<file path="config.mk">
export PLATFORM = sky130hd
export DESIGN_NAME = tile_sequencer
export DESIGN_NICKNAME = d
export VERILOG_FILES = /design/src/rtl/tile_sequencer.sv
export SDC_FILE = /design/constraint.sdc
export NUM_CORES = 1
export LEC_CHECK = 0
export CELL_PAD_IN_SITES_DETAIL_PLACEMENT = 0
export CELL_PAD_IN_SITES_GLOBAL_PLACEMENT = 1
export CORE_UTILIZATION = 22
export CTS_BUF_LIST = sky130_fd_sc_hd__clkbuf_8
export DETAILED_ROUTE_END_ITERATION = 6
export PLACE_DENSITY_LB_ADDON = 0.2
export SLEW_MARGIN = 20
export SYNTH_ARGS = -nofsm -noshare
export SYNTH_HDL_FRONTEND = slang
export SYNTH_SLANG_ARGS = --single-unit
</file>
<file path="constraint.sdc">
create_clock -name clk -period 2.3 [get_ports clk]
set_input_delay 0.345 -clock clk [delete_from_list [all_inputs] [get_ports clk]]
set_output_delay 0.345 -clock clk [all_outputs]
set_load 0.01 [all_outputs]
</file>
<file path="src/rtl/tile_sequencer.sv">
// Tiled matrix-multiply command sequencer: issues fill/drain/active pulses to the
// systolic datapath and walks the input, weight and output base addresses.
module tile_sequencer #(
   parameter int unsigned WIDTH_HEIGHT = 16,
   parameter int unsigned TILE_W       = 4,
   parameter int unsigned TIMEOUT      = 1024
) (
   input  logic                      clk,
   input  logic                      reset,
   input  logic                      start,
   input  logic [TILE_W-1:0]         num_w_tiles,
   input  logic [TILE_W-1:0]         num_in_tiles,
   input  logic [7:0]                in_base,
   input  logic [7:0]                w_base,
   input  logic [7:0]                out_base,
   input  logic                      mem_to_fifo_done,
   input  logic                      fifo_to_arr_done,
   input  logic                      output_done,
   output logic                      fill_fifo,
   output logic                      drain_fifo,
   output logic                      active,
   output logic [WIDTH_HEIGHT*8-1:0] inputMem_rd_addr_base,
   output logic [WIDTH_HEIGHT*8-1:0] weightMem_rd_addr_base,
   output logic [WIDTH_HEIGHT*8-1:0] outputMem_wr_addr_base,
   output logic                      busy,
   output logic                      done,
   output logic                      error
);

   localparam int unsigned      CNT_W    = (TIMEOUT > 2) ? $clog2(TIMEOUT) : 1;
   localparam logic [CNT_W-1:0] WAIT_MAX = CNT_W'(TIMEOUT - 1);
   localparam logic [7:0]       STRIDE   = 8'(WIDTH_HEIGHT);

   typedef enum logic [3:0] {
      S_IDLE, S_FILL_ISSUE, S_FILL_WAIT, S_DRAIN_ISSUE, S_DRAIN_WAIT,
      S_MM_ISSUE, S_MM_WAIT, S_NEXT, S_FINISH, S_ERR
   } state_t;

   state_t            state_q, state_d;
   logic [TILE_W-1:0] num_w_q, num_w_d, num_in_q, num_in_d;
   logic [TILE_W-1:0] wi_q, wi_d, ii_q, ii_d;
   logic [7:0]        in_base_q, in_base_d;
   logic [7:0]        in_addr_q, in_addr_d, w_addr_q, w_addr_d, out_addr_q, out_addr_d;
   logic [CNT_W-1:0]  wait_q, wait_d;
   logic              fill_q, fill_d, drain_q, drain_d, active_q, active_d;
   logic              busy_q, busy_d, done_q, done_d, error_q, error_d;
   logic              more_in, more_w;

   assign more_in = ({1'b0, ii_q} + (TILE_W+1)'(1)) < {1'b0, num_in_q};
   assign more_w  = ({1'b0, wi_q} + (TILE_W+1)'(1)) < {1'b0, num_w_q};

   always_comb begin
      state_d    = state_q;
      num_w_d    = num_w_q;
      num_in_d   = num_in_q;
      in_base_d  = in_base_q;
      wi_d       = wi_q;
      ii_d       = ii_q;
      in_addr_d  = in_addr_q;
      w_addr_d   = w_addr_q;
      out_addr_d = out_addr_q;
      wait_d     = wait_q;
      error_d    = error_q;
      case (state_q)
         S_IDLE, S_ERR: begin
            if (start) begin
               num_w_d    = num_w_tiles;
               num_in_d   = num_in_tiles;
               in_base_d  = in_base;
               wi_d       = '0;
               ii_d       = '0;
               in_addr_d  = in_base;
               w_addr_d   = w_base;
               out_addr_d = out_base;
               error_d    = 1'b0;
               state_d    = (num_w_tiles == '0 || num_in_tiles == '0) ? S_FINISH : S_FILL_ISSUE;
            end
         end
         S_FILL_ISSUE: begin
            wait_d  = '0;
            state_d = S_FILL_WAIT;
         end
         S_FILL_WAIT: begin
            if (mem_to_fifo_done) state_d = S_DRAIN_ISSUE;
            else if (wait_q == WAIT_MAX) begin
               state_d = S_ERR;
               error_d = 1'b1;
            end else wait_d = wait_q + CNT_W'(1);
         end
         S_DRAIN_ISSUE: begin
            wait_d  = '0;
            state_d = S_DRAIN_WAIT;
         end
         S_DRAIN_WAIT: begin
            if (fifo_to_arr_done) state_d = S_MM_ISSUE;
            else if (wait_q == WAIT_MAX) begin
               state_d = S_ERR;
               error_d = 1'b1;
            end else wait_d = wait_q + CNT_W'(1);
         end
         S_MM_ISSUE: begin
            wait_d  = '0;
            state_d = S_MM_WAIT;
         end
         S_MM_WAIT: begin
            if (output_done) state_d = S_NEXT;
            else if (wait_q == WAIT_MAX) begin
               state_d = S_ERR;
               error_d = 1'b1;
            end else wait_d = wait_q + CNT_W'(1);
         end
         S_NEXT: begin
            // Addresses advance by the stride alongside the counters; the output
            // tile index wi*num_in+ii grows by one on every advance, so no multiplier.
            if (more_in) begin
               ii_d       = ii_q + TILE_W'(1);
               in_addr_d  = in_addr_q + STRIDE;
               out_addr_d = out_addr_q + STRIDE;
               state_d    = S_MM_ISSUE;
            end else if (more_w) begin
               wi_d       = wi_q + TILE_W'(1);
               ii_d       = '0;
               in_addr_d  = in_base_q;
               w_addr_d   = w_addr_q + STRIDE;
               out_addr_d = out_addr_q + STRIDE;
               state_d    = S_FILL_ISSUE;
            end else state_d = S_FINISH;
         end
         S_FINISH: state_d = S_IDLE;
         default:  state_d = S_IDLE;
      endcase
      fill_d   = (state_d == S_FILL_ISSUE);
      drain_d  = (state_d == S_DRAIN_ISSUE);
      active_d = (state_d == S_MM_ISSUE);
      busy_d   = (state_d != S_IDLE) && (state_d != S_ERR);
      done_d   = (state_d == S_FINISH);
   end

   always_ff @(posedge clk) begin
      if (reset) begin
         state_q    <= S_IDLE;
         num_w_q    <= '0;
         num_in_q   <= '0;
         in_base_q  <= '0;
         wi_q       <= '0;
         ii_q       <= '0;
         in_addr_q  <= '0;
         w_addr_q   <= '0;
         out_addr_q <= '0;
         wait_q     <= '0;
         fill_q     <= 1'b0;
         drain_q    <= 1'b0;
         active_q   <= 1'b0;
         busy_q     <= 1'b0;
         done_q     <= 1'b0;
         error_q    <= 1'b0;
      end else begin
         state_q    <= state_d;
         num_w_q    <= num_w_d;
         num_in_q   <= num_in_d;
         in_base_q  <= in_base_d;
         wi_q       <= wi_d;
         ii_q       <= ii_d;
         in_addr_q  <= in_addr_d;
         w_addr_q   <= w_addr_d;
         out_addr_q <= out_addr_d;
         wait_q     <= wait_d;
         fill_q     <= fill_d;
         drain_q    <= drain_d;
         active_q   <= active_d;
         busy_q     <= busy_d;
         done_q     <= done_d;
         error_q    <= error_d;
      end
   end

   assign fill_fifo              = fill_q;
   assign drain_fifo             = drain_q;
   assign active                 = active_q;
   assign busy                   = busy_q;
   assign done                   = done_q;
   assign error                  = error_q;
   assign inputMem_rd_addr_base  = {WIDTH_HEIGHT{in_addr_q}};
   assign weightMem_rd_addr_base = {WIDTH_HEIGHT{w_addr_q}};
   assign outputMem_wr_addr_base = {WIDTH_HEIGHT{out_addr_q}};

endmodule

</file>
==> impl_results.md <==
* R2R setup slack at -0.001 ns
* Synth top area share at 0.4470
* Fraction of registers with async set/reset at 0
* Full die area at 28230 um^2
* DIE WIDTH at 168.0 um
* Number of buffers on the longest clock path at 2
* Area of combinational cells with multiple inputs at 1938 um^2
* Cell at the root of the clock tree: sky130_fd_sc_hd__clkbuf_8
* Count of flip-flops with a built-in enable after synthesis at 0
* Cell accounting for the most synthesized area: sky130_fd_sc_hd__buf_4
* Nature of the critical path endpoint: register
* Average wire length per cell after detail routing at 14.10 um
* CP max stage cell: sky130_fd_sc_hd__or4_1
* Critical path startpoint category: register
* Worst setup margin at -0.001183 ns
* Number of filler instances in the final layout at 2838
* Synth Area in XOR/XNOR at 0.02311
* Actual transition at the worst max-transition pin at 0.6678 ns
* Path type of the worst setup path: register to register
* Worst clock skew at 0.01999 ns
* Setup repair after global routing missed its margin: true
* Vias after detailed routing at 4706
* Cell repeated most along the worst path: sky130_fd_sc_hd__nand2_1
* Mapped cell area at 6063 um^2
* Number of setup violations in the final report at 1
* Clock transition at path regs at 0.09 ns
* Cell types occupying the most area after synthesis: sky130_fd_sc_hd__buf_4 45%, sky130_fd_sc_hd__dfxtp_1 22%, sky130_fd_sc_hd__nand2_1 4.9%
* Distinct cells, synth at 63
* Starting density of the core at 0.2244
* Cell count after synthesis at 763
* Number of optimization iterations in the first detailed-route pass at 4
* Leakage at 3.155 nW
* Run status: complete, but fails checks
* Number of DRC violations after detailed routing at 0
* Final clock period utilization by the worst path at 1.001
* Post-Place Cells at 1195
* Max-cap viol count at 0
* Total power after layout at 5.691 mW
* Top library cells by usage in the layout, fill and taps aside: 426 x sky130_fd_sc_hd__clkdlybuf4s50_1, 78 x sky130_fd_sc_hd__nand2_1, 64 x sky130_fd_sc_hd__dfxtp_1, 50 x sky130_fd_sc_hd__buf_4, 37 x sky130_fd_sc_hd__a21oi_1
* Crit path DAT at 2.62 ns
* GR Util met1 at 0.1306
* Storage element area at 1366 um^2
* Register bit count reported by yosys at 68
* Via density per instance at 3.873
* Via count of the first global-routing pass at 4191
* Worst slew margin relative to its limit at 0.5542
* Commonest non-fill, non-tap cell in the layout: sky130_fd_sc_hd__clkdlybuf4s50_1
* Hold slack final at 0.3932 ns
* Violations in the final reports: setup timing
* Met2 usage in global routing at 0.2111
* Endpoint required time on the critical path at 2.62 ns
* Detailed router's first-iteration violation count at 128
* Max rail drop VDD at 0.2554 mV
* Number of top-level pins at 428
* Critical path fanouts, max at 8
* Post-route insts no fill at 1215
* Minimum setup slack after placement at -0.06019 ns
* PwrDens at 657.5 nW/um^2
* Placed wire-length estimate at 13.29 mm
* Placeable Area at 27030 um^2
* Routed Wire Length at 17.14 mm
* Maximum number of pins on one net before global-route repair at 26
* CTS Buf Count at 9
* Synthesized-area fraction occupied by and/or/nand/nor cells at 0.1504
* Number of sinks driven by the clock tree at 68
* Slew Limit Fails at 0
* Complex-gate fraction of the synthesized area at 0.09183
* Number of antenna repair diodes at 0
* Wire length of the first global-routing pass at 25.12 mm
* CTS tree: yes
* Yosys warns at 0
* Routability cong. at 0.7004
* Combined global-route utilization of all metal layers at 0.1142
* Synthesized net count at 813
* Net total in the final layout at 919
* Cells along the critical path: ha_4 > xor2_1 > ha_1 > nand2_1 > o21ai_2 > a211o_1 > buf_4 > nor2_1 > or4_1 > nand2_1
* Longest individual stage delay on the worst path at 0.46 ns
* Floorplan die height at 168.0 um
* Detail Route Antenna Nets at 0
* Hold crit path type: primary input to register
* Number of port buffers at 427
* Initial antenna violation count at 0
* Combinational family with the most area after synthesis: buffers and inverters
* Clock network latency to the later pin of the worst-skew pair at 0.38 ns
* Most used flip-flop cell after synthesis: sky130_fd_sc_hd__dfxtp_1
* Maximum clock frequency at 434.6 MHz
* Layout-stage area growth over the synthesis result at 42.76%
* Final period demand of the worst path at 2.301 ns
* # rows at 60
* Syn_area_per_cell at 7.947 um^2
* Share of cells above drive strength 1 at 0.1236
* H-tree Lvls at 3
* Hold Buf Count CTS at 0
* Adder-cell share of the synthesized area at 0.02476
* Multiplexer share of the synthesized area at 0.01176
* Proportion of synthesized chip area in sequential cells at 0.2245
* Number of hold-slack violations in the final timing report at 0
* GRT Max-Usage Layer: met2
* Overflow left after global routing at 0
* Routing usage on met3 at 0.03597
## worst paths after layout
kind | startpoint | to | depth (start not counted)
max | ii_q[1]$_SDFFE_PP0P_ | in_addr_q[7]$_SDFFE_PP0P_ | 10
min | reset | state_q[3]$_SDFF_PP0_ | 2
max reg2reg | ii_q[1]$_SDFFE_PP0P_ | in_addr_q[7]$_SDFFE_PP0P_ | 10
min reg2reg | num_w_q[3]$_SDFFE_PP0P_ | num_w_q[3]$_SDFFE_PP0P_ | 2
## report_power, final
part | switching [mW] | internal [mW]
registers | 0.268 | 1.29
logic | 1.20 | 1.78
clock network | 0.539 | 0.616
total | 2.00 | 3.69
## through the flow
step | setup TNS (ns) | utilization | area [um^2]
floorplan | -0.001437 | - | 6086
global placement | -0.03091 | 0.3076 | 8313
detailed placement | -0.1250 | 0.3076 | 8313
CTS | 0 | 0.3171 | 8571
global route | -0.5215 | 0.3203 | 8656
finish | -0.001183 | 0.3203 | 8656
## worst max-delay path, delay by kind of cell (launching register included)
| kind | cells | cell delay [ns] |
|---|---|---|
| xor gates and xnor gates | 1 | 0.14 |
| buffers and inverters | 1 | 0.19 |
| and+or+nand+nor | 4 | 0.65 |
| DFF | 1 | 0.34 |
| adders and majority gates | 2 | 0.47 |
| AOI/OAI and AO/OA | 2 | 0.48 |
## cell usage after synthesis (5+ instances only)
cell type and count:
sky130_fd_sc_hd__nor3_1 9, sky130_fd_sc_hd__dfxtp_1 68, sky130_fd_sc_hd__clkbuf_1 13, sky130_fd_sc_hd__a31oi_1 6, sky130_fd_sc_hd__nor4_1 5, sky130_fd_sc_hd__o21ai_0 10, sky130_fd_sc_hd__buf_4 361, sky130_fd_sc_hd__buf_6 5
sky130_fd_sc_hd__nand3_1 12, sky130_fd_sc_hd__ha_1 12, sky130_fd_sc_hd__inv_1 10, sky130_fd_sc_hd__o22ai_1 5, sky130_fd_sc_hd__a221oi_1 5, sky130_fd_sc_hd__nor2_1 37, sky130_fd_sc_hd__nand2_1 79, sky130_fd_sc_hd__xor2_1 8
sky130_fd_sc_hd__a21oi_1 38, sky130_fd_sc_hd__xnor2_1 8
## what timing repair did
item,in CTS,in global routing
buffers inserted,1,3
endpoints found under the hold margin,0,0
setup endpoints to repair,9,22
resized for setup,5,15
pin swaps,4,7
## area by class of cell
type                            count  area share
Timing Repair Buffer              478      0.5389
Multi-Input combinational cell    302      0.2239
Sequential cell                    68      0.1578
Tap cell                          341     0.04929
Clock buffer                        9     0.01431
Clock inverter                      7     0.01142
Inverter                           10    0.004337
## logic make-up (layout without fill, tap and decap cells)
kind of cell,after synthesis,in the layout
AO/OA/AOI/OAI,86,86
XOR/XNOR,16,16
adder cells (fa/ha/maj),12,12
buffers and inverters,393,504
flip-flops,68,68
multiplexers,6,6
AND/OR/NAND/NOR,182,182
## state kept, by name, indices dropped and copies added (netlist names), 4 cells and up
| register | flops |
|---|---|
| out_addr_q | 8 |
| num_w_q | 4 |
| num_in_q | 4 |
| in_addr_q | 8 |
| in_base_q | 8 |
| w_addr_q | 8 |
| wi_q | 4 |
| wait_q | 10 |
| ii_q | 4 |
| state_q | 4 |
## per-layer routing
metal  vias up  wire, um  share of wire
met5         -         0              0
met4         0        80         0.0047
met3         9      1159          0.068
met2       201      8806           0.51
met1      2155      7088           0.41
li1       2341         -              -
Power figures use the tool's default switching activity.
